**config.mk**
```make
export PLATFORM = sky130hd
export DESIGN_NAME = bch_decoder_output_control
export DESIGN_NICKNAME = d
export VERILOG_FILES = /design/src/rtl/bch_decoder_output_control_pkg.sv /design/src/rtl/bch_decoder_output_control_error_accumulator.sv /design/src/rtl/bch_decoder_output_control.sv
export SDC_FILE = /design/constraint.sdc
export NUM_CORES = 1
export LEC_CHECK = 0
export CAP_MARGIN = 20
export CORE_UTILIZATION = 44
export CTS_BUF_LIST = sky130_fd_sc_hd__clkbuf_4 sky130_fd_sc_hd__clkbuf_8
export CTS_CLUSTER_DIAMETER = 200
export DETAILED_ROUTE_END_ITERATION = 10
export MAX_ROUTING_LAYER = met4
export PLACE_DENSITY_LB_ADDON = 0.05
export SETUP_SLACK_MARGIN = 0.5
export SYNTH_ARGS = -nofsm -noshare
export SYNTH_HDL_FRONTEND = slang
export SYNTH_SLANG_ARGS = --single-unit
```
**constraint.sdc**
```tcl
create_clock -name iClock -period 2.4 [get_ports iClock]
set_clock_uncertainty 0.15 [all_clocks]
set_input_delay 0.24 -clock iClock [delete_from_list [all_inputs] [get_ports iClock]]
set_output_delay 0.24 -clock iClock [all_outputs]
set_load 0.005 [all_outputs]
```
**src/rtl/bch_decoder_output_control_pkg.sv**
```systemverilog
// Shared constants and types for the BCH decoder output-side steering path.
package bch_decoder_output_control_pkg;

  localparam int unsigned DATA_WIDTH           = 32;
  localparam int unsigned CHUNK_ITERATION      = 31;
  localparam int unsigned CHUNK_ITERATION_BITS = 7;
  localparam int unsigned SPARE_BEATS          = 16;
  localparam int unsigned MAX_ERROR_COUNT_BITS = 9;

  // ECC command encodings as presented on iCmdType.
  typedef enum logic [1:0] {
    CMD_BYPASS        = 2'b00,
    CMD_PAGE_DEC      = 2'b01,
    CMD_SPARE_DEC     = 2'b10,
    CMD_ERRCNT_REPORT = 2'b11
  } cmd_type_e;

  // One-hot controller states.
  typedef enum logic [7:0] {
    ST_IDLE            = 8'b0000_0001,
    ST_BYPASS_TRF      = 8'b0000_0010,
    ST_PAGE_DEC_DATA   = 8'b0000_0100,
    ST_PAGE_DEC_LOOP   = 8'b0000_1000,
    ST_SPARE_DEC_DATA  = 8'b0001_0000,
    ST_SPARE_DEC_DRAIN = 8'b0010_0000,
    ST_ERRCNT_BEAT0    = 8'b0100_0000,
    ST_ERRCNT_BEAT1    = 8'b1000_0000
  } state_e;

endpackage

```
**src/rtl/bch_decoder_output_control_error_accumulator.sv**
```systemverilog
// Per-decode error statistics: worst corrected count, per-chunk fail mask and
// an overall fail flag. Cleared at the start of each decode command and held
// afterwards so an error-count report can read them.
module bch_error_accumulator #(
  parameter int unsigned MaxErrorCountBits = 9,
  parameter int unsigned ChunkCount        = 32,
  parameter int unsigned IndexBits         = 5
) (
  input  logic                         i_clk,
  input  logic                         i_rst_n,
  input  logic                         i_clear,
  input  logic                         i_strobe,
  input  logic [MaxErrorCountBits-1:0] i_count,
  input  logic                         i_uncorrectable,
  input  logic [IndexBits-1:0]         i_index,
  output logic [MaxErrorCountBits-1:0] o_worst_count,
  output logic [ChunkCount-1:0]        o_fail_mask,
  output logic                         o_fail
);

  logic [MaxErrorCountBits-1:0] r_worst_count;
  logic [ChunkCount-1:0]        r_fail_mask;
  logic                         r_fail;

  // Track the running maximum count and latch uncorrectable chunks.
  always_ff @(posedge i_clk or negedge i_rst_n) begin
    if (!i_rst_n) begin
      r_worst_count <= '0;
      r_fail_mask   <= '0;
      r_fail        <= 1'b0;
    end else if (i_clear) begin
      r_worst_count <= '0;
      r_fail_mask   <= '0;
      r_fail        <= 1'b0;
    end else if (i_strobe) begin
      if (i_count > r_worst_count) begin
        r_worst_count <= i_count;
      end
      if (i_uncorrectable) begin
        r_fail_mask[i_index] <= 1'b1;
        r_fail               <= 1'b1;
      end
    end
  end

  assign o_worst_count = r_worst_count;
  assign o_fail_mask   = r_fail_mask;
  assign o_fail        = r_fail;

endmodule

```
**src/rtl/bch_decoder_output_control.sv**
```systemverilog
// Output-side steering for the BCH decoder path: merges bypass and corrected
// data onto the destination channel and answers error-count report commands.
module bch_decoder_output_control
  import bch_decoder_output_control_pkg::*;
#(
  parameter int unsigned DataWidth          = DATA_WIDTH,
  parameter int unsigned ChunkIteration     = CHUNK_ITERATION,
  parameter int unsigned ChunkIterationBits = CHUNK_ITERATION_BITS,
  parameter int unsigned SpareBeats         = SPARE_BEATS,
  parameter int unsigned MaxErrorCountBits  = MAX_ERROR_COUNT_BITS
) (
  input  logic                         iClock,
  input  logic                         iReset,
  input  logic [1:0]                   iCmdType,
  input  logic                         iCmdValid,
  output logic                         oCmdReady,
  input  logic [DataWidth-1:0]         iBypassReadData,
  input  logic                         iBypassReadValid,
  input  logic                         iBypassReadLast,
  output logic                         oBypassReadReady,
  input  logic [DataWidth-1:0]         iDecOutData,
  input  logic                         iDecOutValid,
  input  logic                         iDecOutLast,
  output logic                         oDecOutReady,
  input  logic [MaxErrorCountBits-1:0] iDecErrorCount,
  input  logic                         iDecUncorrectable,
  input  logic                         iDecErrorValid,
  output logic [DataWidth-1:0]         oDstWriteData,
  output logic                         oDstWriteValid,
  output logic                         oDstWriteLast,
  input  logic                         iDstWriteReady
);

  localparam int unsigned ChunkCount     = ChunkIteration + 1;
  localparam int unsigned ChunkIndexBits = $clog2(ChunkCount);
  localparam int unsigned SpareCntBits   = $clog2(SpareBeats);

  state_e                        r_state;
  state_e                        w_next_state;
  logic [ChunkIterationBits-1:0] r_chunk_cnt;
  logic [SpareCntBits-1:0]       r_spare_cnt;
  logic [1:0]                    r_cmd_type;

  logic                          w_cmd_fire;
  logic                          w_dec_fire;
  logic                          w_chunk_at_end;
  logic                          w_spare_at_end;
  logic                          w_acc_clear;
  logic                          w_acc_strobe;
  logic [ChunkIndexBits-1:0]     w_acc_index;
  logic [MaxErrorCountBits-1:0]  w_worst_count;
  logic [ChunkCount-1:0]         w_fail_mask;
  logic                          w_fail;

  assign w_cmd_fire     = iCmdValid && (r_state == ST_IDLE);
  assign w_dec_fire     = iDecOutValid && oDecOutReady;
  assign w_chunk_at_end = (r_chunk_cnt == ChunkIterationBits'(ChunkIteration));
  assign w_spare_at_end = (r_spare_cnt == SpareCntBits'(SpareBeats - 1));

  // State register.
  always_ff @(posedge iClock or negedge iReset) begin
    if (!iReset) begin
      r_state <= ST_IDLE;
    end else begin
      r_state <= w_next_state;
    end
  end

  // Next-state logic.
  always_comb begin
    w_next_state = r_state;
    unique case (r_state)
      ST_IDLE: begin
        if (w_cmd_fire) begin
          unique case (iCmdType)
            CMD_BYPASS:    w_next_state = ST_BYPASS_TRF;
            CMD_PAGE_DEC:  w_next_state = ST_PAGE_DEC_DATA;
            CMD_SPARE_DEC: w_next_state = ST_SPARE_DEC_DATA;
            default:       w_next_state = ST_ERRCNT_BEAT0;
          endcase
        end
      end
      ST_BYPASS_TRF: begin
        if (iBypassReadValid && iBypassReadLast && iDstWriteReady) begin
          w_next_state = ST_IDLE;
        end
      end
      ST_PAGE_DEC_DATA: begin
        if (w_dec_fire && iDecOutLast) begin
          w_next_state = ST_PAGE_DEC_LOOP;
        end
      end
      ST_PAGE_DEC_LOOP: begin
        w_next_state = w_chunk_at_end ? ST_IDLE : ST_PAGE_DEC_DATA;
      end
      ST_SPARE_DEC_DATA: begin
        if (w_dec_fire && w_spare_at_end) begin
          w_next_state = iDecOutLast ? ST_IDLE : ST_SPARE_DEC_DRAIN;
        end
      end
      ST_SPARE_DEC_DRAIN: begin
        if (w_dec_fire && iDecOutLast) begin
          w_next_state = ST_IDLE;
        end
      end
      ST_ERRCNT_BEAT0: begin
        if (iDstWriteReady) begin
          w_next_state = ST_ERRCNT_BEAT1;
        end
      end
      ST_ERRCNT_BEAT1: begin
        if (iDstWriteReady) begin
          w_next_state = ST_IDLE;
        end
      end
      default: w_next_state = ST_IDLE;
    endcase
  end

  // Chunk counter, spare beat counter and latched command type.
  always_ff @(posedge iClock or negedge iReset) begin
    if (!iReset) begin
      r_chunk_cnt <= '0;
      r_spare_cnt <= '0;
      r_cmd_type  <= '0;
    end else begin
      if (w_cmd_fire) begin
        r_chunk_cnt <= '0;
        r_spare_cnt <= '0;
        r_cmd_type  <= iCmdType;
      end else begin
        if ((r_state == ST_PAGE_DEC_LOOP) && !w_chunk_at_end) begin
          r_chunk_cnt <= r_chunk_cnt + 1'b1;
        end
        if ((r_state == ST_SPARE_DEC_DATA) && w_dec_fire) begin
          r_spare_cnt <= r_spare_cnt + 1'b1;
        end
      end
    end
  end

  // Output mux driven from the current state.
  always_comb begin
    oCmdReady        = (r_state == ST_IDLE);
    oBypassReadReady = 1'b0;
    oDecOutReady     = 1'b0;
    oDstWriteData    = '0;
    oDstWriteValid   = 1'b0;
    oDstWriteLast    = 1'b0;
    unique case (r_state)
      ST_BYPASS_TRF: begin
        oBypassReadReady = iDstWriteReady;
        oDstWriteData    = iBypassReadData;
        oDstWriteValid   = iBypassReadValid;
        oDstWriteLast    = iBypassReadLast;
      end
      ST_PAGE_DEC_DATA: begin
        oDecOutReady   = iDstWriteReady;
        oDstWriteData  = iDecOutData;
        oDstWriteValid = iDecOutValid;
        oDstWriteLast  = iDecOutLast && w_chunk_at_end;
      end
      ST_SPARE_DEC_DATA: begin
        oDecOutReady   = iDstWriteReady;
        oDstWriteData  = iDecOutData;
        oDstWriteValid = iDecOutValid;
        oDstWriteLast  = w_spare_at_end;
      end
      ST_SPARE_DEC_DRAIN: begin
        oDecOutReady = 1'b1;
      end
      ST_ERRCNT_BEAT0: begin
        oDstWriteValid                        = 1'b1;
        oDstWriteData[31]                     = w_fail;
        oDstWriteData[MaxErrorCountBits-1:0]  = w_worst_count;
      end
      ST_ERRCNT_BEAT1: begin
        oDstWriteValid = 1'b1;
        oDstWriteLast  = 1'b1;
        oDstWriteData  = DataWidth'(w_fail_mask);
      end
      default: begin
      end
    endcase
  end

  // Statistics are only collected while a decode is in flight; the loop state
  // still belongs to the chunk that just finished, and spare decodes use bit 0.
  assign w_acc_clear  = w_cmd_fire &&
                        ((iCmdType == CMD_PAGE_DEC) || (iCmdType == CMD_SPARE_DEC));
  assign w_acc_strobe = iDecErrorValid &&
                        ((r_state == ST_PAGE_DEC_DATA)  || (r_state == ST_PAGE_DEC_LOOP) ||
                         (r_state == ST_SPARE_DEC_DATA) || (r_state == ST_SPARE_DEC_DRAIN));
  assign w_acc_index  = (r_cmd_type == CMD_SPARE_DEC) ? '0 : ChunkIndexBits'(r_chunk_cnt);

  bch_error_accumulator #(
    .MaxErrorCountBits (MaxErrorCountBits),
    .ChunkCount        (ChunkCount),
    .IndexBits         (ChunkIndexBits)
  ) u_error_accumulator (
    .i_clk           (iClock),
    .i_rst_n         (iReset),
    .i_clear         (w_acc_clear),
    .i_strobe        (w_acc_strobe),
    .i_count         (iDecErrorCount),
    .i_uncorrectable (iDecUncorrectable),
    .i_index         (w_acc_index),
    .o_worst_count   (w_worst_count),
    .o_fail_mask     (w_fail_mask),
    .o_fail          (w_fail)
  );

endmodule

```
==> qor.yml <==
synthesis:
  netlist_instances: 441
  synth_top_area_frac: 0.395
  yosysTopAreaCell: "dfrtp_1"
  netlist-cell-type-count: 55
  syn_nets: 541
  synth_edf_count: 0
  ys_warn_count: 0
  syn_area_sq_um: 3920
  synth_sequential_area_ratio: 0.402
  avgSynthCellArea_sq_um: 8.90
  yosys-top-cells-area: "dfrtp_1 40%, a22oi_1 6.5%, nor2_1 6.1%, nand2_1 5.2%, a31oi_1 4.9%"
  async_flop_share: 1.00
  synth_seq_cells: 63
  synth_ff_type: "dfrtp_1"
placement:
  gp_congestion: 0.891
  dp.cells: 681
  port_buffers: 121
  dpl_cell_area_sq_um: 5610
  dp_hpwl_mm: 8.50
critical_path:
  crit_slowest_cell: "or4_4"
  path_cells: "or4_4 > nor4_4 > buf_4 > buf_16 > buf_8 > buf_6 > a22oi_2 > nand2_1 > buf_2"
  worstSetupPathType: "reg2out"
  worstPathRequired_ps: 2010
  path_buf_inv: 5
  crit_family: "simple AND/OR/NAND/NOR gates"
  cp_max_fo: 4
  cp_slowest_stage_delay_ps: 570
  startpoint_type: "register"
  critPathArrivalTime_ps: 2380
  setup.worst_path.end_class: "primary output"
global_route:
  grt_first_pass_wirelength_mm: 22.0
  grtUsageTotal: 0.329
  antenna_found_initial: 0
  grt-ovfl-total: 0
  grt_pass1_vias: 4319
  grt_max_degree: 38
clock_tree:
  cts_buffer_depth: 2
  cts_tree: "done"
  cts_buffers: 9
  cts_sinks: 63
  root_buffer: "clkbuf_8"
  clock_insertion_delay_worst_skew_ps: 350
  clk_pin_slew_ps: 70
  htreeDepth: 3
power:
  p_leak_nw: 3.32
  total_power_mw: 6.45
  p_per_area_nw_per_um2: 912
  irDropWorstVdd_mv: 0.631
die:
  rows: 34
  fp.dieH_microns: 96.4
  die_area_sq_um: 9300
  pin_count: 122
  die_x_microns: 96.4
  start_util: 0.452
  core-area_sq_um: 8680
route:
  wire_per_inst_microns: 21.6
  drt_first_pass_iters: 5
  final_antenna_net_count: 0
  vias_per_cell: 6.02
  drc: 0
  initialDrtViolationCount: 288
  wl_mm: 16.6
  vias: 4625
finish:
  stdcell_count: 768
  diodes: 0
  final_cell_mix: "83 x clkdlybuf4s50_1, 61 x dfrtp_1, 51 x nor2_1"
  fillerInstances: 524
  regArea_sq_um: 1580
  areaGrowthSynthToFinish_pct: 80.3
  drive_gt1_frac: 0.405
  multi_input_area_sq_um: 2570
  nets: 755
  final_common_cell: "clkdlybuf4s50_1"
  design_area_sq_um: 7070
sta:
  rsz0062_at_grt: "true"
  finalSetupViolations: 53
  hold_viol: 0
  period_share: 1.16
  setup_ws_ps: -374
  tightest_slew_ps: 688
  drv_slew: 0
  max_freq_ghz: 0.360
  period_minus_slack_ps: 2770
  relSlewSlack: 0.542
run_status:
  outcome: "finished, violations left"
  violations: "negative setup slack"
flow_run:
  max_cap_viol_count: 0
worst_hold_path:
  hold_class: "in2async"
[state kept, by name, indices dropped and copies added, names as in the netlist]
signal                             flops
u_error_accumulator.o_fail_mask       32
u_error_accumulator.o_worst_count      9
r_state                                8
r_chunk_cnt                            7
r_spare_cnt                            4
r_cmd_type                             2
u_error_accumulator.o_fail             1
[timing repair]
action,in CTS,in global routing
hold buffers,1,0
endpoints found under the hold margin,25,0
endpoints found under the setup margin,97,100
gates resized for setup,245,50
pin swaps,34,31
gates cloned,8,8
buffers inserted,42,12
[area by class of cell]
class / instances / share of cell area
clock buffers: 11 / 0.0205
repair buffers: 234 / 0.348
multi-input cells: 321 / 0.364
flip-flops and latches: 63 / 0.223
well taps: 108 / 0.0191
inverters: 26 / 0.0141
clock inverters: 5 / 0.0115
[Yosys cell counts (2+ instances only)]
library cell  count
o21ai_0           7
a211oi_1          2
a22oi_1          34
mux2i_1           5
and3_1            3
mux2_4            4
nand4_1           9
o22ai_1           2
buf_2             9
nor4_2            2
nor4_1            3
ha_1             15
and2_1            4
nor2_1           64
nor3_1            7
a31oi_1          31
xor2_1            9
nor3b_1           3
a222oi_1         10
clkbuf_1         18
buf_6             3
nand2b_1          8
dfrtp_1          62
inv_1            26
nor4_4            2
o2bb2ai_1         2
nand3_1           6
a21oi_1           6
nand2_1          54
nor2b_1           2
or2_2             2
mux2_2            4
[where the power goes]
group | switching, mW | leakage (nW) | total, mW | internal, mW
clock | 0.455 | 0.113 | 1.08 | 0.625
sequential | 0.117 | 0.865 | 1.33 | 1.21
combinational | 1.93 | 2.34 | 4.04 | 2.11
total | 2.50 | 3.32 | 6.45 | 3.95
[kinds of logic (layout without fill, tap and decap cells)]
family / after synthesis / count (layout) / share of synthesized area
AO/OA/AOI/OAI: 105 / 105 / 0.200
XOR/XNOR: 10 / 10 / 0.0223
adder cells (fa/ha/maj): 15 / 15 / 0.0478
buffers and inverters: 57 / 276 / 0.0641
flip-flops: 63 / 63 / 0.402
multiplexers: 13 / 13 / 0.0395
AND/OR/NAND/NOR: 178 / 178 / 0.224
[through the flow]
step                setup WS (ps)  utilization  hold slack [ps]  setup TNS, ps
floorplan                    26.4            -             -206              0
global placement             -246        0.646              159          -8120
detailed placement           -293        0.647              153          -9660
CTS                          -312        0.760              321          -9620
global route                 -429        0.815              360         -12860
finish                       -374        0.815              330         -10200
[metal layers]
| layer | GRT usage | vias to the layer above | share of wire | routed length, microns |
|---|---|---|---|---|
| met5 | - | - | 0 | 0 |
| met4 | 0.136 | 0 | 0.036 | 595 |
| met3 | 0.0696 | 53 | 0.080 | 1330 |
| met2 | 0.548 | 253 | 0.51 | 8380 |
| met1 | 0.388 | 2284 | 0.38 | 6270 |
| li1 | - | 2035 | - | - |
[path summary, 6_finish.rpt]
path                                                          from                                    to  slack (ps)  depth (start not counted)
worst min-delay path                                        iReset                        r_chunk_cnt[4]         330                          2
min in group iClock                              iDecErrorCount[0]  u_error_accumulator.o_worst_count[0]         330                          3
worst max register to register                          r_state[6]                            r_state[0]         -70                         11
worst max-delay path                                    r_state[6]                     oDstWriteData[19]        -370                          9
max in group asynchronous                                   iReset   u_error_accumulator.o_fail_mask[16]        1140                          3
worst min register to register  u_error_accumulator.o_fail_mask[3]    u_error_accumulator.o_fail_mask[3]         370                          2
Note: power is estimated with default switching activity, not from simulation.
